===== config.mk =====
export PLATFORM = sky130hd
export DESIGN_NAME = gelu_error_monitor
export DESIGN_NICKNAME = d
export VERILOG_FILES = /design/src/rtl/gelu_pkg.sv /design/src/rtl/gelu_golden_rom.sv /design/src/rtl/gelu_error_monitor.sv
export SDC_FILE = /design/constraint.sdc
export NUM_CORES = 1
export LEC_CHECK = 0
export BUFFER_PORTS_ARGS = -buffer_cell sky130_fd_sc_hd__buf_2
export CORE_MARGIN = 3
export CORE_UTILIZATION = 33
export CTS_BUF_LIST = sky130_fd_sc_hd__clkbuf_8
export DETAILED_ROUTE_END_ITERATION = 6
export PLACE_DENSITY = 0.55
export SLEW_MARGIN = 30
export SYNTH_ARGS = -nofsm -noshare
export SYNTH_HDL_FRONTEND = slang
export SYNTH_SLANG_ARGS = --single-unit
export TNS_END_PERCENT = 1

===== constraint.sdc =====
create_clock -name clk -period 3.8 [get_ports clk]
set_input_delay 0.19 -clock clk [delete_from_list [all_inputs] [get_ports clk]]
set_output_delay 0.19 -clock clk [all_outputs]
set_load 0.005 [all_outputs]

===== src/rtl/gelu_pkg.sv =====
// Shared definitions for the GELU activation units and their response checker,
// including the golden-table generator used by both the LUT unit and the checker ROM.
package gelu_pkg;

    localparam int DEF_DATA_W = 8;
    localparam int DEF_FRAC_W = 4;

    typedef enum logic [1:0] {
        IDLE,
        RUN,
        DRAIN,
        DONE
    } state_t;

    // Golden GELU(x) in fixed point, rounded half away from zero and saturated.
    // Phi(x) = 1/2 + pdf(x) * sum x^(2n+1)/(1*3*...*(2n+1)); beyond |x| >= 6 the
    // result is within far less than half an LSB of x (positive) or 0 (negative).
    function automatic int gelu_golden(input int x_int, input int data_w, input int frac_w);
        real x, x2, term, sum, ex, ex_t, phi, v;
        int  r, hi, lo;
        x  = real'(x_int) / real'(1 << frac_w);
        hi = (1 << (data_w - 1)) - 1;
        lo = -(1 << (data_w - 1));
        if (x >= 6.0) begin
            r = x_int;
        end else if (x <= -6.0) begin
            r = 0;
        end else begin
            x2   = x * x;
            term = x;
            sum  = x;
            for (int n = 1; n < 100; n++) begin
                term = term * x2 / real'(2 * n + 1);
                sum  = sum + term;
            end
            ex   = 1.0;
            ex_t = 1.0;
            for (int k = 1; k < 100; k++) begin
                ex_t = ex_t * (x2 / 2.0) / real'(k);
                ex   = ex + ex_t;
            end
            phi = 0.5 + sum / (ex * 2.5066282746310002);
            v   = real'(x_int) * phi;
            if (v >= 0.0) r = $rtoi(v + 0.5);
            else          r = -$rtoi(0.5 - v);
        end
        if (r > hi) r = hi;
        if (r < lo) r = lo;
        return r;
    endfunction

endpackage


===== src/rtl/gelu_golden_rom.sv =====
// Synchronous-read golden GELU ROM, addressed by x as an unsigned offset (x + 2^(DATA_W-1)).
module gelu_golden_rom
    import gelu_pkg::*;
#(
    parameter int DATA_W = DEF_DATA_W,
    parameter int FRAC_W = DEF_FRAC_W
) (
    input  logic                     clk,
    input  logic [DATA_W-1:0]        addr,
    output logic signed [DATA_W-1:0] data
);

    localparam int DEPTH = 1 << DATA_W;

    logic signed [DATA_W-1:0] rom_tbl [DEPTH];

    for (genvar i = 0; i < DEPTH; i++) begin : g_entry
        localparam int GOLD = gelu_golden(i - DEPTH / 2, DATA_W, FRAC_W);
        assign rom_tbl[i] = DATA_W'(GOLD);
    end

    always_ff @(posedge clk) begin
        data <= rom_tbl[addr];
    end

endmodule


===== src/rtl/gelu_error_monitor.sv =====
// Checks an activation unit's (x, y) sweep against the golden GELU ROM and
// accumulates error count, maximum |error| and the x where it first occurred.
module gelu_error_monitor
    import gelu_pkg::*;
#(
    parameter int DATA_W = DEF_DATA_W,
    parameter int FRAC_W = DEF_FRAC_W,
    parameter int TOL    = 1
) (
    input  logic                     clk,
    input  logic                     reset,
    input  logic                     start,
    input  logic                     in_valid,
    input  logic signed [DATA_W-1:0] x_in,
    input  logic signed [DATA_W-1:0] y_in,
    output logic                     busy,
    output logic                     done,
    output logic [DATA_W:0]          err_count,
    output logic [DATA_W:0]          max_err,
    output logic signed [DATA_W-1:0] max_err_x,
    output logic                     seq_err
);

    localparam int              NSAMP    = 1 << DATA_W;
    localparam logic [DATA_W:0] LAST_CNT = (DATA_W + 1)'(NSAMP - 1);
    localparam logic [DATA_W:0] TOL_W    = (DATA_W + 1)'(TOL);

    state_t                   state, state_next;
    logic                     accept, clear, done_next;
    logic [DATA_W:0]          cnt;
    logic signed [DATA_W-1:0] exp_x;
    logic [DATA_W-1:0]        rom_addr;
    logic signed [DATA_W-1:0] golden;
    logic                     s1_valid, s2_valid;
    logic signed [DATA_W-1:0] s1_x, s1_y, s2_x;
    logic [DATA_W:0]          diff;
    logic [DATA_W:0]          s2_abs;

    // Adding 2^(DATA_W-1) to a DATA_W-bit two's-complement value flips its sign bit.
    assign rom_addr = {~x_in[DATA_W-1], x_in[DATA_W-2:0]};
    assign exp_x    = {~cnt[DATA_W-1], cnt[DATA_W-2:0]};
    assign diff     = {s1_y[DATA_W-1], s1_y} - {golden[DATA_W-1], golden};
    assign busy     = (state == RUN) || (state == DRAIN);

    gelu_golden_rom #(
        .DATA_W(DATA_W),
        .FRAC_W(FRAC_W)
    ) u_rom (
        .clk (clk),
        .addr(rom_addr),
        .data(golden)
    );

    always_ff @(posedge clk) begin
        if (reset) state <= IDLE;
        else       state <= state_next;
    end

    always_comb begin
        state_next = state;
        accept     = 1'b0;
        clear      = 1'b0;
        done_next  = 1'b0;
        unique case (state)
            IDLE, DONE: begin
                if (start) begin
                    state_next = RUN;
                    clear      = 1'b1;
                end
            end
            RUN: begin
                if (in_valid) begin
                    accept = 1'b1;
                    if (cnt == LAST_CNT) state_next = DRAIN;
                end
            end
            DRAIN: begin
                if (!s1_valid && !s2_valid) begin
                    state_next = DONE;
                    done_next  = 1'b1;
                end
            end
            default: state_next = IDLE;
        endcase
    end

    always_ff @(posedge clk) begin
        s1_x   <= x_in;
        s1_y   <= y_in;
        s2_x   <= s1_x;
        s2_abs <= diff[DATA_W] ? (~diff + 1'b1) : diff;
    end

    always_ff @(posedge clk) begin
        if (reset) begin
            done      <= 1'b0;
            s1_valid  <= 1'b0;
            s2_valid  <= 1'b0;
            cnt       <= '0;
            seq_err   <= 1'b0;
            err_count <= '0;
            max_err   <= '0;
            max_err_x <= '0;
        end else begin
            done     <= done_next;
            s1_valid <= accept;
            s2_valid <= s1_valid;
            if (clear) begin
                cnt       <= '0;
                seq_err   <= 1'b0;
                err_count <= '0;
                max_err   <= '0;
                max_err_x <= '0;
            end else begin
                // The expected x always advances, so one bad x does not resync the check.
                if (accept) begin
                    cnt <= cnt + 1'b1;
                    if (x_in != exp_x) seq_err <= 1'b1;
                end
                if (s2_valid) begin
                    if (s2_abs > TOL_W) err_count <= err_count + 1'b1;
                    if (s2_abs > max_err) begin
                        max_err   <= s2_abs;
                        max_err_x <= s2_x;
                    end
                end
            end
        end
    end

endmodule


### After elaboration in Yosys (flattened, before gate mapping)

Memory sizes are Yosys's and may differ from the RTL's. A register that Yosys moved wholly into a read port is not among the register bits.
Index checks and enable logic that the tools add are counted.

| word-level totals | value |
|---|---|
| register bits after elaboration | 74 |
| memory bits (read-only) | 2048 |
| input bits | 20 |
| output and inout bits | 29 |
| word-level logic and storage cells | 58 |
| memories | 1 |

| operators by class | value |
|---|---|
| $add $sub $neg | 4 |
| magnitude comparators | 2 |
| equal/unequal tests | 9 |
| multiplexer cells | 11 |
| bitwise operators | 5 |
| reductions and logical operators | 12 |

Memory list:

| memory | words | bits a word | rd ports | clocked after memory_dff | wr ports | line | RTL |
|---|---|---|---|---|---|---|---|
| (name not given) | 256 | 8 | 1 | 1 | 0 | gelu_golden_rom.sv:23 | `data <= rom_tbl[addr];` |

Operators by type and width:

| cell | count |
|---|---|
| 9-bit by 1-bit adder with 9-bit output, second input constant | 3 |
| 9-bit by 8-bit == test with 1-bit output, second input constant | 1 |
| 9-bit by 1-bit > comparator with 1-bit output, second input constant | 1 |
| 9-bit > comparator | 1 |
| 8-bit NOT with 9-bit output | 1 |
| 9-bit NOT | 1 |
| 8-bit by 8-bit subtractor with 9-bit output | 1 |
| 2-bit two-way mux | 4 |
| 8-bit two-way mux | 1 |
| 8-bit != test | 1 |
| 2-bit one-hot mux with 3 select lines | 1 |
| 2-bit AND reduction | 3 |
| 2-bit OR reduction | 3 |
| 1-bit two-way mux | 5 |
| 2-bit == test, second input constant | 2 |
| 2-bit by 1-bit != test with 1-bit output, second input constant | 2 |
| 2-bit != test, second input constant | 2 |
| 4-bit AND reduction | 1 |
| 1-bit NOT | 3 |
| 2-bit by 1-bit == test with 1-bit output, second input constant | 1 |
| 1-bit zero test | 2 |
| 2-bit zero test | 1 |
| 1-bit logical AND | 1 |
| 1-bit logical OR | 1 |

### Logic depth before layout (Yosys ltp)

Gate-level depths: netlist of the first run.

| depth | value |
|---|---|
| depth after elaboration | 4 |
| mapped depth | 10 |
| mapped depth without buffers | 10 |

### Modules after synthesis

From an unflattened synthesis of the first run, not the netlist that was laid out.

| second synthesis, totals | value |
|---|---|
| cells, all modules | 432 |
| area, all modules | 4022.6 um^2 |

Modules (own cells, without submodules):

| module | instances | cells an instance | area each (um^2) | seq. area each (um^2) |
|---|---|---|---|---|
| gelu_error_monitor | 1 | 325 | 3170.5 | 1481.4 |
| gelu_golden_rom | 1 | 107 | 852.1 | 160.2 |

### Worst setup path before layout of the first run

No wires, ideal clock.

| timing path | value |
|---|---|
| path type | flip-flop to flip-flop |
| from | reg s1_y[0] |
| to | reg s2_abs[7] |
| library setup time | 0.072 ns |
| data arrival time | 2.099 ns |
| data required time | 3.728 ns |
| slack | 1.629 ns |
| stages on the path, launching flop included | 11 |
| path buffers | 0 |
| period minus slack after synthesis | 2.171 ns |
| cell sequence | dfxtp_1 > inv_1 > ha_1 > inv_1 > fa_1 > a21o_1 > a221oi_2 > nor2b_2 > o31a_1 > a41oi_2 > xor2_1 |

| on the way | value |
|---|---|
| cells in the longest elaborated chain, start to end | 4 |

Ends and longest elaborated chain:

| item | line | RTL |
|---|---|---|
| start: declaration | gelu_error_monitor.sv:35 | `logic signed [DATA_W-1:0] s1_x, s1_y, s2_x;` |
| start signal: assignment | gelu_error_monitor.sv:89 | `s1_y <= y_in;` |
| 8-bit by 8-bit subtractor with 9-bit output (*) | gelu_error_monitor.sv:42 | `assign diff = {s1_y[DATA_W-1], s1_y} - {golden[DATA_W-1], golden};` |
| 9-bit NOT | gelu_error_monitor.sv:91 | `s2_abs <= diff[DATA_W] ? (~diff + 1'b1) : diff;` |
| 9-bit by 1-bit adder with 9-bit output | gelu_error_monitor.sv:91 |  |
| 8-bit two-way mux (*) | gelu_error_monitor.sv:91 |  |
| end signal: assignment | gelu_error_monitor.sv:91 |  |
| end: declaration | gelu_error_monitor.sv:37 | `logic [DATA_W:0] s2_abs;` |

Every way passes the cells marked *; elsewhere a longest branch is shown, timed or not.
A chain may end at the register's enable or synchronous reset.

### Worst setup path after layout of the first run

| timing path | value |
|---|---|
| from | reg s1_y[0] |
| to | reg s2_abs[6] |

Same word-level chain as after synthesis.

==> flow_summary_export.csv, run 1 <==
group,metric,value,unit
floorplanning,coreArea,0.0115,sq mm
global_route,grt_max_degree,23,
clock_network,clk_pin_slew,0.09,ns
synth,ys_ff_latch,82,
synth,synth_nets,478,
power,power_density,476,mW/mm^2
synth,seq_area_frac_synth,41.9,%
setup_path,rr_startpoint,"s1_y[0]",
clock_network,cts_tree,"done",
timing,slew_violations,0,
clock_network,cts_sinks,82,
setup_path,cp-end-kind,"register",
synth,synthCells,420,
drt,vias,2899,
floorplanning,die_h,115,um
setup_path,max_stage_delay,0.39,ns
synth,avgSynthCellArea,9.33,sq um
floorplanning,die_area,0.0132,sq mm
drt,dr.pass1.iters,6,
synth,synth_compound_area_share,13.5,%
timing,period_needed,2.33,ns
clock_network,htreeDepth,3,
placed_design,dpl.hpwl,5720,um
floorplanning,fp.dieW,115,um
floorplanning,ioPinCount,49,
status,status,"finished clean",
timing,fmax,429,MHz
min_path,hp-start,"reset",
drt,drtIter0Drc,136,
drt,wl,7750,um
power,clkPwrFrac,31.7,%
cells_and_area,finalNetCount,529,
cells_and_area,stdcell_area,0.00456,sq mm
setup_path,crit_path_start_kind,"register",
global_route,grt_pass1_wl,13400,um
clock_network,post_cts.repair.setup_buffers,0,
setup_path,cp.required,4.08,ns
synth,syn_area,0.00392,sq mm
cells_and_area,drive_gt1_share,15.3,%
synth,ys.flop_type,"dfxtp_1",
power,combPwrFrac,22.5,%
power,seqPwrFrac,45.8,%
setup_path,crit_top_cell,"inv_1",
timing,hold_viol_final,0,
power,swShare,30.1,%
power,p_int,1520,uW
timing,setup_viol,0,
timing,setup_tns,0,ns
setup_path,crit_buf_inv,2,
global_route,grt-ovfl-total,0,
placed_design,io_buffers,48,
synth,synthAdderAreaFrac,12.3,%
synth,synth_top_family_by_area,"simple AND/OR/NAND/NOR gates",
floorplanning,row_count,39,
drt,drc,0,
timing,finClkSkew,0.0114,ns
timing,max_slew_margin,57.8,%
setup_path,path_delay_family,"compound AO/OA/AOI/OAI gates",
global_route,antenna_found_initial,0,
global_route,grt_pass1_vias,2810,
placed_design,globalplace.congestion,0.778,
timing,worst_slew_pin_slew,0.634,ns
clock_network,worstSkewPairLatency,0.35,ns
drt,ant_nets,0,
clock_network,cts-root-buf,"clkbuf_8",
placed_design,dpl.cell_count,595,
synth,synth.distinct_cells,50,
timing,grt_setup_unrepaired,"no",
cells_and_area,area.growth.synth_to_final,16.5,%
power,switchingPower,654,uW
setup_path,crit_type,"register to register",
synth,ys_top_cells_by_area,"dfxtp_1 (42%), ha_1 (12%), xor2_1 (5.4%)",
drt,drt-wirelength-per-cell,12.5,um
synth,synth_most_common_cell,"dfxtp_1",
cells_and_area,diodes,0,
synth,synth_top_area_cell,"dfxtp_1",
min_path,min_path_type,"primary input to register",
synth,ys_warn_count,0,
floorplanning,start_util,34.0,%
setup_path,cp.arrival,2.61,ns
clock_network,cts_buffers,9,
setup_path,cp-startpoint,"s1_y[0]",
synth,muxShareOfSynthArea,5.43,%
setup_path,cp_slowest_cell,"fa_1",
global_route,globalRouteTotalUtil,12.4,%
setup_path,crit_path_max_fanout,4,
timing,min_period_over_period,61.3,%
synth,yosys-top-cells-count,"dfxtp_1 (82), nor2_1 (51), ha_1 (37)",
drt,routed_via_density,4.68,
clock_network,cts_buffer_depth,2,
power,peakVddDrop,0.000177,V
synth,async_reset_ff_share,0,%
synth,synth-xor-area-share,7.38,%
placed_design,dpl-instance-area,0.00427,sq mm
synth,yosys.area.top_type_share,41.9,%
flow_run,cap_violations,0,
synth,synthSimpleGateAreaFrac,14.4,%
cells_and_area,fin_cells,619,
power,power.leakage,0.00194,uW
clock_network,cts_resized,0,
synth,synth_edf_count,0,
setup_path,path_cells,"inv_1 -> ha_1 -> inv_1 -> fa_1 -> a21o_1 -> a221oi_2 -> nor2b_2 -> o31a_1 -> a41oi_2 -> xnor2_1",
[cells in the final DEF (no fill, tap or decap), drive strengths merged, types with 2 or more instances in the layout]
master / count
a211oi: 4
a21o: 6
a21oi: 21
a221oi: 2
a31oi: 3
a41oi: 2
and2: 2
and3: 4
buf: 49
bufinv: 2
clkbuf: 9
clkinv: 2
dfxtp: 82
dlygate4sd3: 8
ha: 37
inv: 34
mux2i: 19
nand2: 24
nand2b: 4
nand3: 6
nand4: 7
nor2: 51
nor2b: 5
nor3: 2
nor4: 5
nor4b: 2
o211ai: 3
o21a: 2
o21ai: 20
o31a: 2
o31ai: 4
or3: 5
xnor2: 9
xor2: 24
[area by class of cell]
type	count	area (sq um)
fillers	1148	6950
multi-input cells	289	2080
flip-flops and latches	82	1640
repair buffers	57	328
well taps	143	179
clock buffers	9	124
inverters	32	120
clock inverters	7	93.8
[what timing repair did]
item | CTS | global route
hold buffers | 8 | 0
endpoints found under the hold margin | 8 | 0
setup endpoints to repair | 0 | 0
[cell families (layout without fill, tap and decap cells)]
group,count (synthesis),in the layout
adder cells (fa/ha/maj),38,38
multiplexers,20,20
AND/OR/NAND/NOR,120,120
buffers and inverters,49,105
AO/OA/AOI/OAI,78,78
XOR/XNOR,33,33
flip-flops,82,82
[power groups by stage]
stage	clock, uW	combinational [uW]	sequential (uW)
final	688	489	997
after global routing	744	572	1010
after CTS	709	497	998
after detailed placement	0	488	1020
after global placement	0	479	1020
after floorplan	0	379	999
[layer usage]
metal | routed length [um] | part of all wire (%) | track usage, %
met1 | 3930 | 51 | 17.2
met2 | 3460 | 45 | 19.7
met3 | 261 | 3.4 | 2.32
met4 | 102 | 1.3 | 3.76
met5 | 0 | 0 | 0
[path summary, 6_finish.rpt]
path / slack (ns) / end / cells after the start
worst max register to register: 1.47 / s2_abs[6] / 10
worst min register to register: 0.33 / s2_x[0] / 0
worst min-delay path: 0.07 / state[0] / 2
worst max-delay path: 1.47 / s2_abs[6] / 10
[registers in the layout (all words and copies together) (netlist names)]
signal / flops
state: 2
s2_abs: 9
cnt: 9
err_count: 9
s2_x: 8
seq_err: 1
max_err: 9
s2_valid: 1
s1_x: 8
u_rom.data: 8
s1_valid: 1
done: 1
s1_y: 8
max_err_x: 8
[through the flow]
step           hold slack [ns]  utilization, %  power [uW]  worst slack (ns)
3_5_place_dp             0.294            37.0        1510              1.46
5_1_grt                 0.0665            39.6        2320              1.24
6_report                0.0731            39.6        2170              1.47
3_3_place_gp             0.292            37.0        1490              1.36
4_1_cts                 0.0634            39.6        2200              1.45
2_1_floorplan            0.218               -        1380              1.63
(Power assumes the default switching activity.)
==> inputs of run 2 (changes only) <==
--- a/config.mk
+++ b/config.mk
@@ -10,7 +10,7 @@
 export CORE_UTILIZATION = 33
 export CTS_BUF_LIST = sky130_fd_sc_hd__clkbuf_8
 export DETAILED_ROUTE_END_ITERATION = 6
-export PLACE_DENSITY = 0.55
+export PLACE_DENSITY = 0.57
 export SLEW_MARGIN = 30
 export SYNTH_ARGS = -nofsm -noshare
 export SYNTH_HDL_FRONTEND = slang
==> constraint.sdc (replaced) <==
create_clock -name clk -period 2.1 [get_ports clk]
set_input_delay 0.105 -clock clk [delete_from_list [all_inputs] [get_ports clk]]
set_output_delay 0.105 -clock clk [all_outputs]
set_load 0.005 [all_outputs]
==> run 2 against run 1 <==
Effect of this change:
- the run now ends with negative setup slack left
- largest cell class unchanged
- critical path depth is the same
- global-route usage shrank 0.12 points
- flip-flop and latch count is the same
- power grew 79%
- cell count grew 3.2%
- count of clock-buffer cells in the layout is the same
- utilization grew 1.7 points
- register-to-register slack lost 1.6 ns
==> flow_summary_export.csv, run 2 (synthesis results as in run 1) <==
group,metric,value,unit
clock_network,cts_tree,"done",
cells_and_area,area.growth.synth_to_final,21.5,%
power,p_int,2720,uW
drt,ant_nets,0,
power,combPwrFrac,26.3,%
setup_path,crit_top_cell,"inv_2",
clock_network,clk_pin_slew,0.08,ns
cells_and_area,stdcell_area,0.00476,sq mm
global_route,globalRouteTotalUtil,12.3,%
global_route,antenna_found_initial,0,
setup_path,crit_path_max_fanout,4,
flow_run,cap_violations,0,
global_route,grt-ovfl-total,0,
min_path,min_path_type,"primary input to register",
clock_network,cts_buffer_depth,2,
timing,worst_slew_pin_slew,0.444,ns
clock_network,cts_sinks,82,
clock_network,worstSkewPairLatency,0.34,ns
placed_design,dpl.hpwl,5740,um
setup_path,path_delay_family,"compound AO/OA/AOI/OAI gates",
setup_path,crit_buf_inv,2,
drt,dr.pass1.iters,4,
drt,routed_via_density,4.76,
status,violations,"negative setup slack",
clock_network,htreeDepth,3,
floorplanning,row_count,39,
floorplanning,start_util,34.0,%
timing,grt_setup_unrepaired,"yes",
floorplanning,die_area,0.0132,sq mm
setup_path,cp-end-kind,"register",
setup_path,path_cells,"inv_2 -> ha_4 -> inv_2 -> fa_2 -> a21o_1 -> a221oi_2 -> nor2b_2 -> o31a_1 -> a41oi_2 -> xor2_1",
status,status,"finished, violations left",
floorplanning,coreArea,0.0115,sq mm
placed_design,dpl-instance-area,0.00441,sq mm
power,swShare,30.2,%
drt,wl,7730,um
timing,min_period_over_period,104,%
floorplanning,ioPinCount,49,
cells_and_area,layout_commonest_cell,"dfxtp_1",
timing,finClkSkew,0.00771,ns
setup_path,cp.required,2.38,ns
timing,period_needed,2.19,ns
timing,hold_viol_final,0,
timing,fmax,456,MHz
placed_design,globalplace.congestion,0.823,
timing,setup_viol,8,
setup_path,crit_type,"register to register",
clock_network,cts_buffers,9,
timing,fin_ws,-0.0922,ns
drt,drt-wirelength-per-cell,12.1,um
power,power.leakage,0.00203,uW
drt,drc,0,
floorplanning,fp.dieW,115,um
setup_path,cp.arrival,2.47,ns
timing,slew_violations,0,
clock_network,cts-root-buf,"clkbuf_8",
power,peakVddDrop,0.000250,V
global_route,grt_pass1_wl,13300,um
power,power_density,818,mW/mm^2
cells_and_area,diodes,0,
setup_path,cp_slowest_cell,"fa_2",
cells_and_area,drive_gt1_share,20.4,%
drt,drtIter0Drc,143,
cells_and_area,finalNetCount,549,
floorplanning,die_h,115,um
global_route,grt_max_degree,26,
setup_path,max_stage_delay,0.35,ns
cells_and_area,final_cell_mix,"dfxtp_1 (78), nor2_1 (51), buf_2 (48)",
power,power,3890,uW
placed_design,io_buffers,48,
power,seqPwrFrac,46.3,%
power,switchingPower,1180,uW
timing,setup_tns,-0.384,ns
timing,max_slew_margin,70.4,%
power,clkPwrFrac,27.4,%
drt,vias,3039,
global_route,grt_pass1_vias,3019,
setup_path,crit_path_start_kind,"register",
-- run 2: cell count changes in the layout (fill, tap and decap cells not counted), sizes merged --
| cell | delta |
|---|---|
| clkinvlp | +1 |
| dlygate4sd3 | +2 |
| bufinv | -1 |
| buf | +18 |
-- run 2: worst reg2reg max path, cell delays in order (launching register included) --
cell and delay (ns):
dfxtp_2 0.32, inv_2 0.05, ha_4 0.12, inv_2 0.03
fa_2 0.35, a21o_1 0.19, a221oi_2 0.29, nor2b_2 0.08
o31a_1 0.34, a41oi_2 0.20, xor2_1 0.15
-- run 2: cell type report --
type                            count  area, sq um
Clock inverter                      7         62.6
Tap cell                          143          179
Timing Repair Buffer               77          508
Fill cell                        1168         6760
Inverter                           32          120
Sequential cell                    82         1650
Clock buffer                        9          124
Multi-Input combinational cell    289         2120
-- run 2: what timing repair did --
| action | CTS | global route |
|---|---|---|
| hold buffers | 10 | 0 |
| setup buffers | 1 | 2 |
| setup endpoints to repair | 7 | 25 |
| endpoints found under the hold margin | 14 | 0 |
| gates resized for setup | 2 | 12 |
| pin swaps | 3 | 8 |
-- run 2: worst paths after layout --
path	slack, ns	cells past startpoint	startpoint	endpoint
worst max-delay path	-0.09	10	s1_y[0]	s2_abs[7]
worst min-delay path	0.03	1	x_in[6]	s1_x[6]
worst max register to register	-0.09	10	s1_y[0]	s2_abs[7]
worst min register to register	0.33	0	s1_x[3]	s2_x[3]
-- run 2: power by group through the flow --
stage / Sequential, uW / Clock [uW] / Combinational (uW)
after floorplan: 1810 / 0 / 687
after global placement: 1830 / 0 / 938
after detailed placement: 1830 / 0 / 968
after CTS: 1800 / 1110 / 999
after global routing: 1820 / 1180 / 1170
final: 1800 / 1070 / 1020
-- run 2: per-layer routing --
layer | track usage (%) | vias to the layer above | wire length, um
met4 | 6.42 | 0 | 170
met2 | 19.9 | 46 | 3520
met3 | 1.84 | 13 | 225
met5 | 0 | - | 0
li1 | - | 1577 | -
met1 | 15.8 | 1403 | 3820
-- run 2: through the flow --
| step | util (%) | setup WS (ns) | hold WS [ns] | instances |
|---|---|---|---|---|
| 3_3_place_gp | 38.3 | -0.0718 | 0.208 | 610 |
| 6_report | 41.3 | -0.0922 | 0.0253 | 639 |
| 5_1_grt | 41.3 | -0.232 | 0.0122 | 639 |
| 2_1_floorplan | - | 0.00546 | 0.133 | 420 |
| 3_5_place_dp | 38.3 | -0.116 | 0.209 | 610 |
| 4_1_cts | 40.9 | -0.0919 | 0.0110 | 637 |
